$ cat config.mk
export PLATFORM = sky130hd
export DESIGN_NAME = adc_frame_sequencer
export DESIGN_NICKNAME = d
export VERILOG_FILES = /design/src/rtl/adc_frame_sequencer.sv
export SDC_FILE = /design/constraint.sdc
export NUM_CORES = 1
export LEC_CHECK = 0
export CAP_MARGIN = 20
export CORE_MARGIN = 3
export CORE_UTILIZATION = 30
export CTS_CLUSTER_SIZE = 25
export DETAILED_ROUTE_END_ITERATION = 8
export GPL_TIMING_DRIVEN = 0
export REMOVE_ABC_BUFFERS = 1
export SLEW_MARGIN = 5
export SYNTH_ARGS = -nofsm -noshare
export SYNTH_HDL_FRONTEND = slang
export SYNTH_SLANG_ARGS = --single-unit
$ cat constraint.sdc
create_clock -name clk -period 7.5 [get_ports clk]
set_input_delay 0.75 -clock clk [delete_from_list [all_inputs] [get_ports clk]]
set_output_delay 0.75 -clock clk [all_outputs]
set_load 0.02 [all_outputs]
$ cat src/rtl/adc_frame_sequencer.sv
// adc_frame_sequencer: per-sample-tick ADC convert/readout sequencer publishing coherent multi-channel frames (optional busy timeout via ADC_SEQ_TIMEOUT_EN)
module adc_frame_sequencer #(
    parameter int NUM_CH        = 10,
    parameter int SAMPLE_PERIOD = 1000,
    parameter int CONVST_CYCLES = 4,
    parameter int BUSY_TIMEOUT  = 4096,
    localparam int CH_W         = NUM_CH > 1 ? $clog2(NUM_CH) : 1
) (
    input  logic                   clk,
    input  logic                   rst_n,
    input  logic                   en_i,
    input  logic                   clr_overrun_i,
    input  logic                   busy_i,
    output logic                   convst_o,
    output logic                   rd_req_o,
    output logic [CH_W-1:0]        rd_ch_o,
    input  logic                   rd_ack_i,
    input  logic [31:0]            rd_data_i,
    output logic [32*NUM_CH-1:0]   frame_data_o,
    output logic                   frame_valid_o,
    output logic [31:0]            osync_o,
    output logic                   overrun_o,
    output logic                   timeout_o
);
    localparam int SP_W = $clog2(SAMPLE_PERIOD);
    localparam int CC_W = $clog2(CONVST_CYCLES + 1);
    localparam int TW   = $clog2(BUSY_TIMEOUT + 1);

    typedef enum logic [2:0] {IDLE, CONV, WAIT_BUSY, READ, PUBLISH} state_t;

    state_t              state;
    logic [SP_W-1:0]     cnt;
    logic                tick;
    logic [CC_W-1:0]     cc;
    logic [TW-1:0]       wcnt;
    logic [32*NUM_CH-1:0] shadow;

    assign tick = en_i && (cnt == SP_W'(SAMPLE_PERIOD - 1));

`ifndef ADC_SEQ_TIMEOUT_EN
    assign timeout_o = 1'b0;
`endif

    // sample grid counter, parked at zero while disabled
    always_ff @(posedge clk or negedge rst_n) begin
        if (!rst_n)
            cnt <= '0;
        else
            cnt <= !en_i || tick ? '0 : cnt + 1'b1;
    end

    // frame sequencer; rd_ch_o doubles as the channel index
    always_ff @(posedge clk or negedge rst_n) begin
        if (!rst_n) begin
            state         <= IDLE;
            cc            <= '0;
            wcnt          <= '0;
            shadow        <= '0;
            convst_o      <= 1'b0;
            rd_req_o      <= 1'b0;
            rd_ch_o       <= '0;
            frame_data_o  <= '0;
            frame_valid_o <= 1'b0;
            osync_o       <= '0;
            overrun_o     <= 1'b0;
`ifdef ADC_SEQ_TIMEOUT_EN
            timeout_o     <= 1'b0;
`endif
        end else begin
            frame_valid_o <= 1'b0;
            if (clr_overrun_i)
                overrun_o <= 1'b0;
            if (tick && state != IDLE)
                overrun_o <= 1'b1;
`ifdef ADC_SEQ_TIMEOUT_EN
            if (clr_overrun_i)
                timeout_o <= 1'b0;
`endif
            case (state)
                IDLE: if (tick) begin
                    state    <= CONV;
                    convst_o <= 1'b1;
                    cc       <= '0;
                end
                CONV: if (cc == CC_W'(CONVST_CYCLES - 1)) begin
                    convst_o <= 1'b0;
                    wcnt     <= '0;
                    state    <= WAIT_BUSY;
                end else begin
                    cc <= cc + 1'b1;
                end
                WAIT_BUSY: if (wcnt != '0 && !busy_i) begin
                    state    <= READ;
                    rd_req_o <= 1'b1;
                    rd_ch_o  <= '0;
`ifdef ADC_SEQ_TIMEOUT_EN
                end else if (wcnt == TW'(BUSY_TIMEOUT - 1)) begin
                    state     <= IDLE;
                    timeout_o <= 1'b1;
                end else begin
                    wcnt <= wcnt + 1'b1;
                end
`else
                end else begin
                    wcnt <= TW'(1);
                end
`endif
                READ: if (!rd_req_o) begin
                    rd_req_o <= 1'b1;
                end else if (rd_ack_i) begin
                    shadow[32*rd_ch_o +: 32] <= rd_data_i;
                    rd_req_o <= 1'b0;
                    if (rd_ch_o == CH_W'(NUM_CH - 1))
                        state <= PUBLISH;
                    else
                        rd_ch_o <= rd_ch_o + 1'b1;
                end
                PUBLISH: begin
                    frame_data_o  <= shadow;
                    frame_valid_o <= 1'b1;
                    osync_o       <= osync_o + 32'd1;
                    state         <= IDLE;
                end
                default: state <= IDLE;
            endcase
        end
    end
endmodule

## Word-level counts from Yosys, hierarchy flattened

Index checks and enable logic that the tools add are counted.

- Mux-type cells: 30
- Shift-type cells: 2
- Equality and inequality tests: 16
- Reduce and logical (&&, ||, !) cells: 20
- $add $sub $neg: 5

Operators with widths:

| operator | count |
|---|---|
| $bwmux 320 | 1 |
| $shift 32x34->320 const A | 1 |
| $shiftx 32x34->320 | 1 |
| $neg 9->34 | 1 |
| $add 32x1->32 const B | 1 |
| $mux 13 | 2 |
| $pmux 13 s2 | 1 |
| $mux 3 | 8 |
| $ne 2x2->1 const B | 9 |
| $mux 4 | 4 |
| $reduce_bool 13->1 | 1 |
| $pmux 3 s4 | 1 |
| $reduce_and 3->1 | 4 |
| $add 10x1->10 const B | 1 |
| $eq 10x10->1 const B | 1 |
| $mux 10 | 1 |
| $eq 3x2->1 const B | 3 |
| $mux 1 | 8 |
| $pmux 4 s2 | 1 |
| $reduce_bool 2->1 | 4 |
| $pmux 3 s2 | 1 |
| $reduce_and 6->1 | 1 |
| $reduce_and 5->1 | 1 |
| $add 4x1->4 const B | 1 |
| other kinds (11) | 15 |

- Output and inout port bits: 361
- Word-level logic and storage cells: 85
- Bits of input ports: 38
- Flip-flop bits (word level): 709

## Depth between registers and ports, before layout

Gate-level depths: netlist of run 1.

- Word-level depth: 5
- Mapped depth: 11
- Mapped depth without buffers: 6

## Worst setup path before layout of run 1

OpenSTA, ideal clock, no wires.

- Path kind: reg2reg
- Start point: reg rd_ch_o[0]
- End point: reg shadow[54]
- Buffers on the path: 4
- Required time: 7.375 ns
- Setup slack: 4.601 ns
- Data arrival time: 2.774 ns
- Cell stages (with the launch flop): 11
- Cell sequence: dfrtp_1 > buf_2 > clkbuf_1 > inv_1 > ha_1 > clkbuf_1 > nand2_1 > a2111o_1 > nor2_4 > buf_4 > mux2_2

- Cells in the longest elaborated chain, start to end: 3
- Elaborated cells on any way between the ends: 4
- Classes of those cells: add/sub: 1; shift: 2; mux: 1

RTL lines:

| what | line | source |
|---|---|---|
| from (decl) | 16 | `output logic [CH_W-1:0] rd_ch_o,` |
| from (signal assigned) | 116 | `rd_ch_o <= rd_ch_o + 1'b1;` |
| $neg 9->34 (*) | 111 | `shadow[32*rd_ch_o +: 32] <= rd_data_i;` |
| $shiftx 32x34->320 or $shift 32x34->320 (tied branches) | 111 |  |
| $bwmux 320 (*) | 111 |  |
| to (signal, indexed assignment) | 111 |  |
| to (decl) | 36 | `logic [32*NUM_CH-1:0] shadow;` |

Mark *: on every way between the ends. The rest lies on a longest branch, timed or not.
A chain may end at the register's enable or synchronous reset.

## Worst setup path in the final report of run 1

- Start point: reg rd_ch_o[0]
- End point: reg shadow[35]

The elaborated chain is that of the path after synthesis.

==> impl_metrics.toml, run 1 <==
[placement]
place_congestion = 0.748
hpwl_um = 55500
port_buffers = 397

[timing]
slew_headroom_pct = 30.3
grt_setup_unrepaired = "false"
min_period_over_period_pct = 51.7
clock_skew_ns = 0.0114
worst_slew_pin_slew_ns = 1.05
hold_viol = 0
fmax_mhz = 258
drv_slew = 0
final-setup-viol-count = 0
fin_crit_ns = 3.88
final.setup.tns_ns = 0
timing.hold.ws_ns = 0.0714

[route]
routedWlPerCell_um = 19.2
routed_wl_um = 83200
drcViolationCount = 0
drt_iter0_markers = 1290
vias = 19700
drt-pass1-iter-count = 5
via_per_inst = 4.55
drt.antenna.violating_nets = 0

[global_routing]
grt_usage_pct = 17.3
grt_max_degree = 113
grt_first_pass_wirelength_um = 129000
grt_overflow = 0
antenna_found_initial = 1
grt_pass1_vias = 20200

[power_and_ir_drop]
p_leak_nw = 17.6
ir_drop_uv = 198
pwr_density_cell_nw_per_um2 = 301

[yosys]
synth_edf_count = 0
ys_seq_elements = 697
async_flop_share_pct = 100
synth_cells = 2661
syn_avg_cell_area_um2 = 10.5
ys_seq_area_share_pct = 62.5
synth_warnings = 0
synth_cell_type_count = 55
syn_area_um2 = 27900
synthFlopType = "dfrtp_1"

[critical_path]
start_kind = "register"
worstPathMaxFanout = 22
rr_worst_depth = 8
crit_type = "register to register"
worstPathRequired_ns = 8.01
end_kind = "register"
worst_ep_arrival_time_ns = 4.39
reg2reg_to = "shadow[35]"
r2r-start = "rd_ch_o[0]"
reg2reg_slack_ns = 3.62

[final_layout]
syn2layout_area_growth_pct = 31.3
drive_gt1_share_pct = 10.9
fillers = 8978
fin_nets = 3080

[clocking]
cts-buffers-inserted = 81
clkLatencyLatePin_ns = 0.63
clk_pin_slew_ns = 0.06
ctsHoldBuffers = 0
clock_path_buffers = 3
cts_setup_buffers = 0
htreeDepth = 3
ctsResizeCount = 0
tritoncts = "done"
cts-root-buf = "clkbuf_16"
cts_sinks = 697

[flow_run]
cap_violations = 0

[floorplanning]
ioPinCount = 399
die_h_um = 311
initial_core_util_pct = 30.3
die_w_um = 311
core_area_um2 = 91900
die_area_um2 = 96600
num_rows = 111

[run_status]
status = "finished, final reports clean"

[min_path]
hp-class = "input port to async pin"
logic make-up (layout without fill, tap and decap cells):
logic type / count (synthesis) / count (layout) / synth area share [%]
buffers and inverters: 264 / 696 / 4.05
DFF: 697 / 697 / 62.5
xor gates and xnor gates: 40 / 40 / 1.32
other: 1 / 6 / 0.0134
and+or+nand+nor: 1169 / 1169 / 17.4
muxes: 242 / 242 / 9.34
AOI/OAI and AO/OA: 240 / 240 / 4.93
adders and majority gates: 8 / 8 / 0.359
cell usage after synthesis, drive strengths merged, types with 2 or more instances:
cell type	n	area, um^2
nand2	983	3690
nor3	11	81.3
and2	65	407
mux2	146	1640
nand4	16	106
nor4	5	50.1
mux2i	96	961
buf	65	383
inv	111	417
nand4b	5	43.8
o21ai	172	861
ha	8	100
nor2b	6	37.5
and3	16	100
a21oi	10	50.1
dfrtp	697	17400
or3	4	25.0
nand3	22	120
o41ai	14	123
xnor2	34	317
clkbuf	88	330
o22ai	3	18.8
o31ai	34	255
nand3b	2	15.0
xor2	6	52.6
nor2	26	113
power breakdown:
group	switching [mW]	total, mW	internal (mW)
sequential	0.283	4.61	4.33
clock	1.64	4.21	2.57
combinational	1.35	2.21	0.857
cell type report:
cell class	count	area [um^2]	area share (%)
multi-input combinational	1700	9430	25.8
tap	1243	1560	4.25
clock buffer	108	2300	6.28
antenna	5	12.5	0.0342
clock inverter	34	533	1.46
inverter	111	424	1.16
timing repair buffer	443	4910	13.4
sequential	697	17400	47.7
flip-flops by register name (all words and copies together) (netlist names):
| register | flops |
|---|---|
| cc | 3 |
| cnt | 10 |
| convst_o | 1 |
| frame_data_o | 320 |
| frame_valid_o | 1 |
| osync_o | 32 |
| overrun_o | 1 |
| rd_ch_o | 4 |
| rd_req_o | 1 |
| shadow | 320 |
| state | 3 |
| wcnt | 1 |
critical path, cell delays in order, from the launching register on:
cell	delay, ns
dfrtp_1	0.68
buf_16	0.23
inv_1	0.06
ha_1	0.48
nand2_1	0.26
a2111o_2	0.74
nor2_4	0.66
buf_12	0.26
mux2_2	0.35
cells in the final DEF, fill, tap and decap left out, types with 11 or more instances in the layout:
| master | instances |
|---|---|
| buf_16 | 19 |
| buf_12 | 12 |
| o21ai_0 | 157 |
| mux2_2 | 130 |
| o21ai_1 | 15 |
| xnor2_1 | 33 |
| clkbuf_16 | 82 |
| nand3_1 | 20 |
| and3_1 | 15 |
| dfrtp_1 | 697 |
| bufinv_16 | 12 |
| nand4_1 | 15 |
| nor2_1 | 19 |
| mux2_1 | 16 |
| o31ai_1 | 34 |
| clkbuf_1 | 11 |
| and2_1 | 65 |
| nand2_1 | 983 |
| clkdlybuf4s50_1 | 396 |
| inv_1 | 110 |
| o41ai_1 | 14 |
| mux2i_1 | 96 |
| clkbuf_8 | 15 |
| clkinv_2 | 11 |
layer usage:
metal	GRT usage (%)	up-vias	routed length, um
met5	0	-	0
met4	4.82	0	2010
met3	5.63	110	6180
met2	26.4	507	36700
met1	23.7	9782	38300
li1	-	9331	-
worst max-delay path by stage:
| stage | from | endpoint | slack, ns | cells after the start |
|---|---|---|---|---|
| floorplan | state[2] | osync_o[4] | -7.78 | 4 |
| global placement | state[0] | frame_data_o[121] | -27.67 | 4 |
| detailed placement | rd_ch_o[0] | shadow[35] | 3.60 | 8 |
| CTS | rd_ch_o[0] | shadow[52] | 3.59 | 8 |
| global route | rd_ch_o[0] | shadow[297] | 3.38 | 8 |
| finish | rd_ch_o[0] | shadow[35] | 3.62 | 8 |
through the flow:
| step | util, % | instances | area [um^2] | setup slack (ns) | power, mW |
|---|---|---|---|---|---|
| 2_1_floorplan | - | 2508 | 27200 | -7.78 | 5.82 |
| 3_3_place_gp | 35.6 | 4148 | 32700 | -27.67 | 6.66 |
| 3_5_place_dp | 36.7 | 4194 | 33800 | 3.60 | 6.92 |
| 4_1_cts | 39.8 | 4336 | 36600 | 3.59 | 11.2 |
| 5_1_grt | 39.8 | 4336 | 36600 | 3.38 | 11.6 |
| 6_report | 39.8 | 4341 | 36600 | 3.62 | 11.0 |
Note: power is estimated with default switching activity, not from simulation.
==> inputs of run 2 (changes only) <==
Clock period 7.5 ns to 3.7 ns, I/O delays scaled along.
==> run 2 against run 1 <==
Critical path depth down 1. Critical path type unchanged. Core utilization is 0.094 points higher. Critical endpoint is now shadow[266]. Clock power grew 100%. Die area did not move. Global-route usage about the same.
==> impl_metrics.toml, run 2 (same netlist as run 1, synthesis figures left out) <==
[critical_path]
worstPathRequired_ns = 4.25
slowest_delay_ns = 0.79
critPathTopFamily = "simple AND/OR/NAND/NOR gates"
worst_ep_arrival_time_ns = 4.02
reg2reg_to = "shadow[266]"
crit_type = "register to register"
worstPathMaxFanout = 17
critPathBufInv = 1
start_kind = "register"
end_kind = "register"
reg2reg_slack_ns = 0.22
rr_worst_depth = 7
slowest_stage = "dfrtp_1"
crit_path_cell_trace = "nor3_1 -> ha_1 -> nor2b_1 -> o311ai_1 -> nor2_4 -> buf_12 -> mux2i_1"
r2r-start = "rd_ch_o[2]"

[floorplanning]
core_area_um2 = 91900
ioPinCount = 399
initial_core_util_pct = 30.3
die_area_um2 = 96600
die_h_um = 311
die_w_um = 311
num_rows = 111

[timing]
min_period_over_period_pct = 94.0
hold_viol = 0
fmax_mhz = 287
drv_slew = 0
slew_headroom_pct = 26.6
fin_crit_ns = 3.48
fin_ws_ns = 0.221
grt_setup_unrepaired = "false"
final-setup-viol-count = 0
worst_slew_pin_slew_ns = 1.10
clock_skew_ns = 0.0102

[route]
wl_met1_um = 38500
via_per_inst = 4.54
route.met3.wl_um = 6120
drt.antenna.violating_nets = 0
vias = 19800
drt_iter0_markers = 1298
met2_length_um = 36700
drcViolationCount = 0
routed_wl_um = 83400
routedWlPerCell_um = 19.2
drt-pass1-iter-count = 5
top_layer_used = "met4"

[global_routing]
grt_first_pass_wirelength_um = 129000
grt_pass1_vias = 20200
grt_overflow = 0
grt_max_degree = 113
grt_usage_pct = 17.3
antenna_found_initial = 1

[final_layout]
syn2layout_area_growth_pct = 31.6
drive_gt1_share_pct = 11.2
fin_util_pct = 39.9
layout_commonest_cell = "nand2_1"
top_regs = "frame_data_o: 320 flops, shadow: 320 flops, osync_o: 32 flops"
final_cell_mix = "983 x nand2_1, 696 x dfrtp_1, 396 x clkdlybuf4s50_1"
fin_nets = 3089

[power_and_ir_drop]
p_leak_nw = 17.7
ir_drop_uv = 401
pwr_density_cell_nw_per_um2 = 610

[clocking]
tritoncts = "done"
clkLatencyLatePin_ns = 0.63
htreeDepth = 3
clock_path_buffers = 3
cts_sinks = 697
cts-buffers-inserted = 81
cts-root-buf = "clkbuf_16"
clk_pin_slew_ns = 0.06

[run_status]
status = "finished, final reports clean"

[placement]
place_congestion = 0.748
port_buffers = 397
hpwl_um = 55500
place_ws_ns = -0.198

[flow_run]
cap_violations = 0

[min_path]
hp-class = "input port to async pin"
==> run 2: worst register-to-register path: stages (launching register included) <==
cell and delay (ns):
dfrtp_1 0.79, nor3_1 0.12, ha_1 0.50, nor2b_1 0.40, o311ai_1 0.33, nor2_4 0.70, buf_12 0.29, mux2i_1 0.26
==> run 2: cell type report <==
type | count | area [um^2]
multi-input cells | 1700 | 9440
well taps | 1243 | 1560
fillers | 8967 | 55300
inverters | 111 | 424
diodes | 3 | 7.51
flip-flops and latches | 697 | 17400
clock buffers | 108 | 2300
clock inverters | 34 | 533
repair buffers | 452 | 4990
==> run 2: worst max-delay path by stage <==
stage | start | endpoint | slack, ns | depth (start not counted)
after floorplan | state[2] | osync_o[4] | -11.58 | 4
after global placement | state[0] | frame_data_o[121] | -31.47 | 4
after detailed placement | rd_ch_o[0] | shadow[35] | -0.20 | 8
after CTS | rd_ch_o[0] | shadow[142] | 0.08 | 8
after global routing | rd_ch_o[2] | shadow[262] | 0.06 | 7
final | rd_ch_o[2] | shadow[266] | 0.22 | 7
==> run 2: where the power goes <==
| group | leakage (nW) | total (mW) | switching [mW] | internal, mW |
|---|---|---|---|---|
| combinational | 7.00 | 4.51 | 2.76 | 1.75 |
| sequential | 9.27 | 9.35 | 0.573 | 8.77 |
| clock | 1.40 | 8.53 | 3.32 | 5.21 |
| total | 17.7 | 22.4 | 6.66 | 15.7 |
==> run 2: through the flow <==
step	instance area [um^2]	TNS, ns	hold WS (ns)	total power, mW	cells
3_5_place_dp	33800	-4.66	0.390	14.0	4194
5_1_grt	36700	0	0.259	23.6	4345
3_3_place_gp	32700	-	0.444	13.5	4148
4_1_cts	36600	0	0.237	22.7	4338
6_report	36700	0	0.299	22.4	4348
2_1_floorplan	27200	-3204.66	0.0744	11.8	2508
==> run 2: timing repair <==
action,in CTS,in global routing
gates resized for setup,1,1
setup buffers,1,7
hold endpoints to repair,77,0
hold buffers,1,0
setup endpoints to repair,31,61
pin swaps,1,2
==> run 2: metal layers <==
| metal | vias up | global-route usage (%) |
|---|---|---|
| met1 | 9800 | 23.7 |
| met2 | 505 | 26.4 |
| met3 | 115 | 5.62 |
| met5 | - | 0 |
| li1 | 9331 | - |
| met4 | 0 | 4.78 |
==> variant: new RTL, config.mk and constraints of run 2 <==
Add a define of `ADC_SEQ_TIMEOUT_EN`.
--- a/src/rtl/adc_frame_sequencer.sv
+++ b/src/rtl/adc_frame_sequencer.sv
@@ -1,2 +1,4 @@
 // adc_frame_sequencer: per-sample-tick ADC convert/readout sequencer publishing coherent multi-channel frames (optional busy timeout via ADC_SEQ_TIMEOUT_EN)
+`define ADC_SEQ_TIMEOUT_EN
+
 module adc_frame_sequencer #(
Check against the original RTL: no difference found for any inputs over 4 cycles, from zero or initial values and one cycle with rst_n low; that may be too few to reach the edited logic, so the function may still have changed.
==> variant against run 2 <==
- clock skew grew 6.3 ps
- area after synthesis grew 0.20%
- final cell count grew 4.4%
- sequential cell count grew 13
- final area is essentially flat
- total power shrank 8.2%
- routed wire length grew 0.76%
- setup slack gained 17 ps
- global-route usage shrank 0.15 points
- critical path type unchanged
==> variant: results <==
group,metric,value,unit
outcome,status,"completed",
clock_network,cts-root-buf,"clkbuf_16",
synthesis,yosys_warnings,0,
route,via_count,20610,
route,drtPass1Iterations,5,
critical_path,r2r_end,"shadow[273]$_DFFE_PN0P_",
final_layout,finalNetCount,3279,
placement,placed_cell_area,0.03392,mm2
synthesis,synth_cell_types,52,
critical_path,reg2reg_from,"rd_ch_o[0]$_DFFE_PN0P_",
grt,grt_antenna_before_repair,4,
placement,port_buffers,398,
clock_network,clkLatencyLatePin,620,ps
critical_path,cp.arrival,4000,ps
power_and_ir_drop,power.leakage,17.66,nW
route,drt-initial-drc-count,1604,
placement,dp_cells,4376,
synthesis,yosys-top-cells-area,"dfrtp_1, nand2_1, o21ai_0",
clock_network,numCtsBuffers,80,
synthesis,ys_seq_area_share,63.59,%
clock_network,h-tree-depth,3,
sta,hold_ws,241.4,ps
sta,fin_skew,16.56,ps
synthesis,ys_async_sr_fraction,100.0,%
grt,track_usage,17.18,%
route,routed_wl,84.06,mm
placement,gp_congestion,0.7664,
final_layout,top_regs,"frame_data_o: 320 flops, shadow: 320 flops, osync_o: 32 flops",
final_layout,drive_above_1_share,9.386,%
route,ant_nets,0,
synthesis,syn_inst,2846,
critical_path,path_class,"reg2reg",
power_and_ir_drop,worst_ir_drop_vdd,0.5768,mV
placement,dp_hpwl,55.69,mm
route,wire_per_inst,18.52,um
grt,grt_pass1_wl,129.0,mm
critical_path,r2r_cells,10,
synthesis,ys_top_cells_by_count,"nand2_1, dfrtp_1, o21ai_0",
clock_network,cts_buffer_depth,3,
placement,place_ws,-434.8,ps
route,drcViolationCount,0,
sta,relSlewSlack,38.13,%
critical_path,path_max_fanout,34,
min_path,min_path_type,"in2async",
critical_path,slowest_delay,670,ps
clock_network,path_clk_slew,60,ps
grt,grt_max_degree,118,
critical_path,cp_slowest_cell,"dfrtp_1",
==> variant: changes by cell type after synthesis, moves of 16 or more <==
cell and change:
o21ai_0 +67, mux2_1 -16, and2_1 -27, nor2b_1 +29
nand3_1 +36, mux2i_1 -92, mux2_2 -31, inv_1 -68
nand2_1 +271, buf_2 -26, clkbuf_1 +49
==> variant: worst max-delay path by stage <==
| stage | to | slack (ps) | depth (start not counted) |
|---|---|---|---|
| after CTS | shadow[220]$_DFFE_PN0P_ | 60 | 8 |
| final | shadow[273]$_DFFE_PN0P_ | 240 | 10 |
| after global placement | osync_o[25]$_DFFE_PN0P_ | -33150 | 6 |
| after global routing | shadow[261]$_DFFE_PN0P_ | 60 | 10 |
| after floorplan | osync_o[21]$_DFFE_PN0P_ | -12020 | 6 |
| after detailed placement | shadow[277]$_DFFE_PN0P_ | -430 | 10 |
==> variant: area by class of cell <==
class	count	area (um2)
Fill cell	9020	55220
Inverter	43	173.9
Antenna cell	4	10.01
Clock inverter	25	266.5
Sequential cell	710	17770
Clock buffer	119	2360
Tap cell	1243	1555
Multi-Input combinational cell	1937	9543
Timing Repair Buffer	458	5044
==> variant: what timing repair did <==
| item | 4_1_cts | 5_1_grt |
|---|---|---|
| resized for setup | 0 | 1 |
| pin swaps | 3 | 2 |
| endpoints found under the hold margin | 50 | 0 |
| cloned | 0 | 2 |
| hold buffers | 1 | 0 |
| setup endpoints to repair | 62 | 47 |
| buffers inserted | 7 | 5 |
==> variant: logic make-up (layout without fill, tap and decap cells) <==
kind of cell | count (synthesis) | in the layout | synth area share [%]
mux | 103 | 103 | 4.133
compound gates | 282 | 282 | 5.642
fa+ha+maj | 11 | 11 | 0.4926
other cells | 0 | 4 | 0
flops | 710 | 710 | 63.59
buf+inv | 200 | 645 | 2.772
simple gates | 1490 | 1491 | 21.78
xor+xnor | 50 | 50 | 1.594
==> variant: worst max-delay path: cells and delay by family (launching register included) <==
| family | cells | cell delay, ps |
|---|---|---|
| flip-flops | 1 | 670 |
| XOR/XNOR | 1 | 230 |
| AND/OR/NAND/NOR | 3 | 980 |
| AO/OA/AOI/OAI | 1 | 170 |
| buffers and inverters | 4 | 890 |
| adder cells (fa/ha/maj) | 1 | 400 |
==> variant: routing by layer <==
layer / GRT usage [%] / vias up / share of wire, %
met1: 23.58 / 10130 / 47
met4: 4.268 / 0 / 1.9
li1: - / 9895 / -
met5: 0 / - / 0
met3: 3.616 / 108 / 5.1
met2: 27.80 / 469 / 46
==> variant: report_power, final <==
part           leakage [nW]  internal [mW]  switching, mW
Sequential             9.68           8.19          0.370
Combinational          6.69           1.37           2.73
Clock                  1.30           4.65           3.25
